### src/rtl/intersection_controller.sv
// Two-way intersection light controller: fixed phase cycle timed by a down-counter,
// pedestrian requests that truncate the cross green, and an ERROR state for bad timing config.
module intersection_controller (
    input  logic        clk,
    input  logic        reset_n,
    input  logic        enable,
    input  logic [17:0] timer_config,
    input  logic        ped_req_ns,
    input  logic        ped_req_ew,
    output logic [2:0]  light_ns,
    output logic [2:0]  light_ew,
    output logic        walk_ns,
    output logic        walk_ew,
    output logic        ped_ack_ns,
    output logic        ped_ack_ew,
    output logic        error_status
);

    typedef enum logic [2:0] {
        ALL_RED_A = 3'd0,
        NS_GREEN  = 3'd1,
        NS_YELLOW = 3'd2,
        ALL_RED_B = 3'd3,
        EW_GREEN  = 3'd4,
        EW_YELLOW = 3'd5,
        ERROR     = 3'd6
    } state_t;

    state_t     r_state;
    state_t     w_next_state;
    logic [5:0] r_cnt;
    logic [5:0] w_next_cnt;
    logic       r_pend_ns;
    logic       r_pend_ew;
    logic [2:0] r_light_ns;
    logic [2:0] r_light_ew;
    logic       r_walk_ns;
    logic       r_walk_ew;
    logic       r_ack_ns;
    logic       r_ack_ew;
    logic       r_error;
    logic       w_cfg_ok;
    logic       w_truncate;
    logic       w_trans;
    logic       w_enter_ns;
    logic       w_enter_ew;

    function automatic logic cfg_valid(input logic [17:0] cfg);
        return (cfg[17:12] != 6'd0) && (cfg[11:6] != 6'd0) && (cfg[5:0] != 6'd0);
    endfunction

    function automatic state_t succ(input state_t s);
        case (s)
            ALL_RED_A: succ = NS_GREEN;
            NS_GREEN:  succ = NS_YELLOW;
            NS_YELLOW: succ = ALL_RED_B;
            ALL_RED_B: succ = EW_GREEN;
            EW_GREEN:  succ = EW_YELLOW;
            default:   succ = ALL_RED_A;
        endcase
    endfunction

    // Counter value loaded on phase entry: the phase's field minus one
    function automatic logic [5:0] load_val(input state_t s, input logic [17:0] cfg);
        case (s)
            NS_GREEN, EW_GREEN:   load_val = cfg[5:0] - 6'd1;
            NS_YELLOW, EW_YELLOW: load_val = cfg[11:6] - 6'd1;
            default:              load_val = cfg[17:12] - 6'd1;
        endcase
    endfunction

    function automatic logic [2:0] light_of(input state_t s, input state_t g, input state_t y);
        if (s == g) begin
            light_of = 3'b001;
        end else if (s == y) begin
            light_of = 3'b010;
        end else begin
            light_of = 3'b100;
        end
    endfunction

    // Next state and next counter value
    always_comb begin
        w_cfg_ok     = cfg_valid(timer_config);
        w_next_state = r_state;
        w_next_cnt   = r_cnt;
        w_truncate   = ((r_state == NS_GREEN) && r_pend_ew) ||
                       ((r_state == EW_GREEN) && r_pend_ns);
        if (!enable) begin
            w_next_state = r_state;
            w_next_cnt   = r_cnt;
        end else if (r_state == ERROR) begin
            if (w_cfg_ok) begin
                w_next_state = ALL_RED_A;
                w_next_cnt   = load_val(ALL_RED_A, timer_config);
            end else begin
                w_next_state = ERROR;
                w_next_cnt   = r_cnt;
            end
        end else if (r_cnt == 6'd0) begin
            if (w_cfg_ok) begin
                w_next_state = succ(r_state);
                w_next_cnt   = load_val(succ(r_state), timer_config);
            end else begin
                w_next_state = ERROR;
                w_next_cnt   = 6'd0;
            end
        end else if (w_truncate && (r_cnt > 6'd2)) begin
            // cross-direction pedestrian waiting: leave three more green cycles
            w_next_cnt = 6'd2;
        end else begin
            w_next_cnt = r_cnt - 6'd1;
        end
    end

    assign w_trans    = (w_next_state != r_state);
    assign w_enter_ns = w_trans && (w_next_state == NS_GREEN);
    assign w_enter_ew = w_trans && (w_next_state == EW_GREEN);

    // State, counter and light/error registers; lights decode the next state so they switch with it
    always_ff @(posedge clk or negedge reset_n) begin
        if (!reset_n) begin
            r_state    <= ALL_RED_A;
            r_cnt      <= 6'd0;
            r_light_ns <= 3'b100;
            r_light_ew <= 3'b100;
            r_error    <= 1'b0;
        end else begin
            r_state    <= w_next_state;
            r_cnt      <= w_next_cnt;
            r_light_ns <= light_of(w_next_state, NS_GREEN, NS_YELLOW);
            r_light_ew <= light_of(w_next_state, EW_GREEN, EW_YELLOW);
            r_error    <= (w_next_state == ERROR);
        end
    end

    // Pedestrian pending latches, walk indications and acknowledge pulses
    always_ff @(posedge clk or negedge reset_n) begin
        if (!reset_n) begin
            r_pend_ns <= 1'b0;
            r_pend_ew <= 1'b0;
            r_walk_ns <= 1'b0;
            r_walk_ew <= 1'b0;
            r_ack_ns  <= 1'b0;
            r_ack_ew  <= 1'b0;
        end else begin
            r_pend_ns <= (w_enter_ns && r_pend_ns) ? 1'b0 : (r_pend_ns | ped_req_ns);
            r_pend_ew <= (w_enter_ew && r_pend_ew) ? 1'b0 : (r_pend_ew | ped_req_ew);
            r_ack_ns  <= w_enter_ns && r_pend_ns;
            r_ack_ew  <= w_enter_ew && r_pend_ew;
            if (w_trans) begin
                r_walk_ns <= w_enter_ns && r_pend_ns;
                r_walk_ew <= w_enter_ew && r_pend_ew;
            end else begin
                r_walk_ns <= r_walk_ns;
                r_walk_ew <= r_walk_ew;
            end
        end
    end

    assign light_ns     = r_light_ns;
    assign light_ew     = r_light_ew;
    assign walk_ns      = r_walk_ns;
    assign walk_ew      = r_walk_ew;
    assign ped_ack_ns   = r_ack_ns;
    assign ped_ack_ew   = r_ack_ew;
    assign error_status = r_error;

endmodule
### config.mk
export PLATFORM = sky130hd
export DESIGN_NAME = intersection_controller
export DESIGN_NICKNAME = d
export VERILOG_FILES = /design/src/rtl/intersection_controller.sv
export SDC_FILE = /design/constraint.sdc
export NUM_CORES = 1
export LEC_CHECK = 0
export CAP_MARGIN = 20
export CORE_MARGIN = 3
export CORE_UTILIZATION = 50
export DETAILED_ROUTE_END_ITERATION = 7
export PLACE_DENSITY_LB_ADDON = 0.05
export RECOVER_POWER = 50
export SLEW_MARGIN = 20
export SYNTH_ARGS = -nofsm -noshare
export SYNTH_HDL_FRONTEND = slang
export SYNTH_SLANG_ARGS = --single-unit
export TNS_END_PERCENT = 1
### constraint.sdc
create_clock -name clk -period 2 [get_ports clk]
set_input_delay 0.6 -clock clk [delete_from_list [all_inputs] [get_ports clk]]
set_output_delay 0.6 -clock clk [all_outputs]
set_load 0.02 [all_outputs]
# Word-level counts from Yosys, hierarchy flattened
# Index checks and enable logic that the tools add are counted.
# Widths: inputs -> output; s select.
# word_totals
reg_bits	22
inputBits	23
# op_classes
addsub	4
order_cmp	1
eq_ne	16
n_mux	22
bitwise	2
n_reduce_logical	18
# ops
cell	n
$mux 3	13
$mux 6	5
$sub 6x1->6 const B	4
$eq 3x3->1 const B	7
$reduce_bool 6->1	3
$pmux 3 s5	1
$eq 3x2->1 const B	4
$pmux 6 s2	1
$eq 3x1->1 const B	3
$logic_and 1x1->1	9
$gt 6x2->1 const B	1
$logic_not 6->1	1
$reduce_or 2->1	2
$logic_not 3->1	1
$ne 3x3->1	1
$mux 1	2
$ne 2x2->1 const B	1
$or 1x1->1	2
$reduce_and 2->1	1
$logic_or 1x1->1	1

# Logic depth before layout (Yosys ltp)
# Gate-level depths: netlist of run 1.
# logic_depth
depth_word	13
ltp_mapped	8
depth_no_buf	7

# Least setup slack after synthesis of run 1
# No wires, ideal clock.
# synth_path
path_type	input -> register
startpoint	in timer_config[3]
endpoint	reg r_cnt[5]
setup_time_ps	125
t_arrival_ps	2315
slack_ps	-440
path_stages	6
n_path_buf	1
path_cell_list	or4_4 or3_4 and3_4 buf_6 o21ai_4 mux2_2
# synth_between
elab_chain_len	5
word_cells_on_any_way	9
cone_classes	add/sub: 1; eq/ne: 1; mux: 4; reduce/logical: 3
# synth_lines
element	line	source
from (decl)	7	input logic [17:0] timer_config,
$sub 6x1->6 or $reduce_bool 6->1 (tied branches)	66, 49	
$pmux 6 s2 or $logic_and 1x1->1 (tied branches)	65, 49	
$mux 6	101	if (w_cfg_ok) begin
$mux 6	100	end else if (r_cnt == 6'd0) begin
$mux 6	92	end else if (r_state == ERROR) begin
to (signal assigned)	130	r_cnt <= w_next_cnt;
to (decl)	31	logic [5:0] r_cnt;
# Parallel ways exist; a longest one is shown, timed or not.
# A chain may end at the register's enable or synchronous reset.

# Worst setup path in the final report of run 1
# layout_path
startpoint	in timer_config[1]
endpoint	reg r_cnt[5]
# Same word-level chain as after synthesis.

==> impl_metrics.yaml, run 1 <==
clock_tree:
  htreeDepth: 1
  cts_inserted_buffers: 3
  cts_sinks: 22
  hold_buffers: 0
  clkTransAtPathRegs_ps: 130
  clockRootBuffer: "clkbuf_4"
  clkLatencyLatePin_ps: 320
  cts_buffer_depth: 2
  cts_tree: "yes"
place:
  pre_cts_ws_ps: -802.3
  place.gp.congestion: 0.8553
  dp_hpwl_mm: 3.244
  portBuffers: 33
  place_inst: 276
global_routing:
  grt_overflow: 0
  antenna_found_initial: 0
  grt_pass1_wl_mm: 6.824
  grt_max_degree: 23
  grt_pass1_vias: 1662
  grt_usage_pct: 23.62
cells_and_area:
  drive_above_1_share_pct: 29.76
  diodes: 0
  stdcell_count: 283
  final_nets: 280
  area_growth_pct: 49.16
worst_setup_path:
  path_class: "input pin to register"
  startpoint_type: "input pin"
  worst_path_max_delay_cell: "or4_4"
  worst_path_dominant_cell_family: "simple AND/OR/NAND/NOR gates"
  cp_cell_sequence: "buf_6 > or4_4 > or3_4 > and3_4 > buf_6 > o21ai_4 > mux2_4"
  endpoint_kind: "register"
  critPathMaxStageDelay_ps: 520
  worstPathArrival_ps: 2470
  cpMostUsedCell: "buf_6"
  worstPathMaxFanout: 7
  r2r_cells: 7
  crit_cells: 7
  worstPathRequired_ps: 2230
  path_buf_inv: 2
synth:
  ys_ff_latch: 22
  avgSynthCellArea_um2: 8.702
  synth_nets: 206
  synth_area_leader_cell: "dfrtp_1"
  ys.flop_type: "dfrtp_1"
  synth_edf_count: 0
  ys_types: 49
  ys_top_cells_by_count: "dfrtp_1, nor2_1, nand2_1, inv_1, a21oi_1"
  synth_top_area_share_pct: 32.13
  yosys_warnings: 0
  ys_top_cells_by_area: "dfrtp_1, xnor2_1, a21oi_1"
  ys_seq_area_share_pct: 35.50
  syn_area_um2: 1558
  synth.most_common_cell: "dfrtp_1"
  syn_inst: 179
  async_flop_share_pct: 100.0
sta:
  setup_viol: 16
  hold_viol: 0
  skew_ps: 16.85
  fmax_mhz: 446.5
  worst_pin_slew_ps: 1177
  hold_ws_ps: 535.4
  post-route-min-period_ps: 2239
  tns_ps: -1642
  maxSlewViolCount: 0
  timing.final.crit_share_pct: 112.0
  setup_slack_ps: -239.4
  slew_headroom_pct: 21.55
  rsz0062_at_grt: "yes"
floorplan:
  die_h_um: 61.82
  die-area_um2: 3821
  core_area_um2: 2853
  pin_count: 34
  die_w_um: 61.82
  rows: 19
  start_util_pct: 54.61
outcome:
  outcome: "complete, but fails checks"
  violations: "negative setup slack"
routing:
  drc: 0
  num_vias: 1711
  viasPerCell: 6.046
  drt_iter0_drc: 148
  first_pass_iters: 5
  drtAntennaViolNets: 0
  wl_per_cell_um: 16.11
  drt-total-wl_mm: 4.558
pwr:
  power_leakage_nw: 1.019
  max-vdd-ir-drop_mv: 0.7339
  p_per_area_nw_per_um2: 1066
  total_power_mw: 2.476
min_path:
  hold_depth: 1
  hold_path.class: "register to register"
flow_run:
  cap_violations: 0
==> through the flow <==
step / area (um2) / util, %
after floorplan: 1562 / -
after global placement: 2195 / 76.93
after detailed placement: 2195 / 76.93
after CTS: 2250 / 78.86
after global routing: 2323 / 81.45
final: 2323 / 81.45
==> layout make-up <==
| type | instances | area (um2) |
|---|---|---|
| Multi-Input combinational cell | 138 | 991.0 |
| Timing Repair Buffer | 76 | 643.1 |
| Sequential cell | 22 | 553.0 |
| Fill cell | 180 | 529.3 |
| Inverter | 12 | 45.04 |
| Tap cell | 31 | 38.79 |
| Clock inverter | 1 | 30.03 |
| Clock buffer | 3 | 22.52 |
==> worst paths after layout <==
path	startpoint	to	slack (ps)
setup reg to reg	r_state[0]$_DFF_PN0_	r_cnt[5]$_DFFE_PN0P_	30
hold reg to reg	r_state[1]$_DFF_PN0_	light_ew[0]$_DFF_PN0_	540
max in group asynchronous	reset_n	error_status$_DFF_PN0_	280
hold / removal	r_state[1]$_DFF_PN0_	light_ew[0]$_DFF_PN0_	540
setup / recovery	timer_config[1]	r_cnt[5]$_DFFE_PN0P_	-240
min in group asynchronous	reset_n	light_ns[0]$_DFF_PN0_	1020
==> metal layers <==
| layer | global-route usage, % | vias to the layer above | routed length, um |
|---|---|---|---|
| met5 | 0 | - | 0 |
| met4 | 12.42 | 0 | 103 |
| met1 | 25.13 | 799 | 1823 |
| met3 | 3.099 | 14 | 264 |
| li1 | - | 796 | - |
| met2 | 44.69 | 102 | 2367 |
==> worst register-to-register path: stages (launching register included) <==
cell and delay, ps:
dfrtp_1 520, buf_4 230, nand3b_1 150, a21oi_1 260, a21oi_1 200, nand3_1 130, o221ai_1 110, mux2_4 270
==> power by group <==
group | total (mW) | internal [mW] | leakage (nW) | switching, mW
clock network | 0.343 | 0.203 | 0.0279 | 0.140
logic | 1.40 | 0.651 | 0.720 | 0.747
registers | 0.734 | 0.590 | 0.271 | 0.144
==> cell families (layout without fill, tap and decap cells) <==
kind of cell	count (synthesis)	after routing	synth area share [%]
compound gates	52	52	23.29
buf+inv	19	92	5.220
mux	3	3	2.088
fa+ha+maj	4	4	3.213
xor+xnor	14	14	7.872
flops	22	22	35.50
simple gates	65	65	22.81
==> cell usage in the layout (no fill, tap or decap), drive strengths merged, types with 3 or more instances in the layout <==
master / instances
a21oi: 12
a221oi: 3
and2: 3
buf: 48
clkbuf: 4
clkdlybuf4s50: 22
dfrtp: 20
ha: 4
inv: 12
nand2: 13
nand3: 11
nand3b: 3
nor2: 14
nor2b: 3
nor3: 8
o21a: 4
o21ai: 10
o22ai: 4
xnor2: 8
xor2: 6
==> flip-flops by register name, indices dropped and copies added, names as in the netlist <==
register      cells
ped_ack_ns        1
walk_ew           1
r_cnt             6
ped_ack_ew        1
walk_ns           1
r_pend_ns         1
error_status      1
r_pend_ew         1
r_state           3
light_ew          3
light_ns          3
==> repair_timing <==
item | in CTS | in global routing
buffers inserted | 1 | 2
setup endpoints to repair | 24 | 19
resized for setup | 38 | 10
pin swaps | 9 | 8
Power figures use the tool's default switching activity.
==> run 2: changes to the inputs <==
--- a/config.mk
+++ b/config.mk
@@ -6,8 +6,9 @@
 export NUM_CORES = 1
 export LEC_CHECK = 0
 export CAP_MARGIN = 20
+export CORE_ASPECT_RATIO = 0.6
 export CORE_MARGIN = 3
-export CORE_UTILIZATION = 50
+export CORE_UTILIZATION = 31
 export DETAILED_ROUTE_END_ITERATION = 7
 export PLACE_DENSITY_LB_ADDON = 0.05
 export RECOVER_POWER = 50
==> run 2 against run 1 <==
Effect of this change:
- the run still ends with negative setup slack left
- clock-buffer cell count unchanged
- sequential cell count unchanged
- die area up 55%
- via count down 4.6%
- critical path depth unchanged
- combinational power about the same
- first-iteration DRC count down 22%
- clock power up 23%
- clock skew down 16 ps
- hold slack worse by 1.8 ps
- cell count up 11%
- sequential share of layout area down 0.48 points
- highest routed layer unchanged
==> impl_metrics.yaml, run 2 (synthesis gave the netlist of run 1 again) <==
outcome:
  outcome: "complete, but fails checks"
  violations: "negative setup slack"
pwr:
  seq_power_share_pct: 28.4
  p_sw_mw: 1.029
  p_per_area_nw_per_um2: 1079
  max-vdd-ir-drop_mv: 0.5317
  switching_share_pct: 40.22
  power_leakage_nw: 1.044
  combPwrFrac_pct: 55.2
  p_clk_share_pct: 16.4
  cell_internal_pwr_mw: 1.530
worst_setup_path:
  worst_path_max_delay_cell: "or4_4"
  startpoint_type: "input pin"
  worst_path_dominant_cell_family: "simple AND/OR/NAND/NOR gates"
  worstPathRequired_ps: 2160
  critPathMaxStageDelay_ps: 520
  worstPathArrival_ps: 2350
  endpoint_kind: "register"
  path_class: "input pin to register"
  worstPathMaxFanout: 7
  path_buf_inv: 1
  cp_cell_sequence: "buf_6 > or4_4 > or3_4 > and3_4 > a21oi_2 > o221ai_1 > mux2_4"
global_routing:
  grt.met1_usage_pct: 25.26
  grt_use_met2_pct: 23.47
  grt_usage_pct: 16.16
  grt_pass1_wl_mm: 7.652
  grt_use_met3_pct: 3.100
  antenna_found_initial: 0
  grt.busiest_layer: "met1"
  grt_max_degree: 23
  grt_pass1_vias: 1548
  grt_overflow: 0
cells_and_area:
  diodes: 0
  regMostFlops: "r_cnt"
  fillers: 449
  final_nets: 280
  largest_reg_flops: 6
  drive_above_1_share_pct: 31.35
  mostFrequentLayoutCell: "buf_4"
  stdcell_area_um2: 2371
  area_growth_pct: 52.21
  final_cell_mix: "buf_4, dfrtp_1, clkdlybuf4s50_1"
floorplan:
  rows: 19
  die-area_um2: 5940
  pin_count: 34
  start_util_pct: 33.09
  die_h_um: 60.91
  die_w_um: 97.52
  core_area_um2: 4707
clock_tree:
  cts_buffer_depth: 2
  clkTransAtPathRegs_ps: 80
  cts_inserted_buffers: 3
  clkLatencyLatePin_ps: 260
  cts_tree: "yes"
  htreeDepth: 1
  cts_sinks: 22
  clockRootBuffer: "clkbuf_8"
sta:
  post-route-min-period_ps: 2194
  maxSlewViolCount: 0
  fmax_mhz: 455.7
  timing.final.crit_share_pct: 109.7
  rsz0062_at_grt: "yes"
  hold_viol: 0
  setup_viol: 18
  skew_ps: 1.118
  setup_slack_ps: -194.5
  worst_pin_slew_ps: 549.6
  tns_ps: -1857
  slew_headroom_pct: 63.36
routing:
  drc: 0
  first_pass_iters: 4
  drt-total-wl_mm: 4.640
  drtAntennaViolNets: 0
  drt_iter0_drc: 115
  wl_per_cell_um: 14.73
  viasPerCell: 5.184
  num_vias: 1633
place:
  portBuffers: 33
  dpl-instance-area_um2: 2250
  place.gp.congestion: 0.8686
  dp_hpwl_mm: 3.766
  pre_cts_ws_ps: -802.5
min_path:
  hold_path.class: "register to register"
flow_run:
  cap_violations: 0
[run 2: cell count changes in the layout (fill, tap and decap cells not counted), sizes merged]
cell           change
clkdlybuf4s15      -1
dlymetal6s2s       +3
clkbuf             +1
dlygate4sd2        -1
clkdlybuf4s50      -2
[run 2: layout make-up]
class / instances / area (um2) / area share (%)
multi-input combinational: 138 / 978.4 / 41.27
timing repair buffer: 76 / 644.4 / 27.18
sequential: 22 / 553.0 / 23.32
tap: 63 / 78.83 / 3.325
inverter: 12 / 45.04 / 1.900
clock buffer: 3 / 41.29 / 1.741
clock inverter: 1 / 30.03 / 1.266
[run 2: power groups by stage]
stage               Combinational (mW)  Sequential, mW  Clock, mW
floorplan                        0.770           0.750          0
global placement                  1.34           0.720          0
detailed placement                1.36           0.734          0
CTS                               1.38           0.726      0.427
global route                      1.55           0.746      0.444
finish                            1.41           0.726      0.421
[run 2: final timing paths]
path | from | endpoint | slack [ps] | cells after the start
worst max-delay path | timer_config[6] | r_cnt[5]$_DFFE_PN0P_ | -190 | 7
worst min-delay path | r_pend_ew$_DFF_PN0_ | r_pend_ew$_DFF_PN0_ | 530 | 1
worst max register to register | r_state[0]$_DFF_PN0_ | r_cnt[5]$_DFFE_PN0P_ | 0 | 6
worst min register to register | r_pend_ew$_DFF_PN0_ | r_pend_ew$_DFF_PN0_ | 530 | 1
max in group asynchronous | reset_n | light_ns[2]$_DFF_PN1_ | 790 | 2
min in group asynchronous | reset_n | light_ew[1]$_DFF_PN0_ | 850 | 2
[run 2: per-stage QoR]
stage	hold WS (ps)	utilization [%]	power, mW	cells
2_1_floorplan	304.4	-	1.520	179
3_3_place_gp	512.8	47.79	2.056	310
3_5_place_dp	514.5	47.79	2.091	310
4_1_cts	532.6	49.57	2.533	315
5_1_grt	564.2	50.37	2.741	315
6_report	533.6	50.37	2.559	315
[run 2: routing by layer]
metal  wire, um  vias up
met1       2489      780
li1           -      802
met2       1883       49
met5          0        -
met3        253        2
met4         14        0
[run 2: worst register-to-register path, cell delays in order, from the launching register on]
cell and delay (ps):
dfrtp_1 530, nand3b_1 240, a21oi_1 330, a21oi_1 240, nand3_1 160, o221ai_1 120, mux2_4 280
[run 2: repair_timing]
| item | in CTS | in global routing |
|---|---|---|
| hold buffers | 0 | 0 |
| resized for setup | 38 | 13 |
| setup endpoints to repair | 23 | 22 |
| pin swaps | 7 | 5 |
| buffers inserted | 1 | 0 |
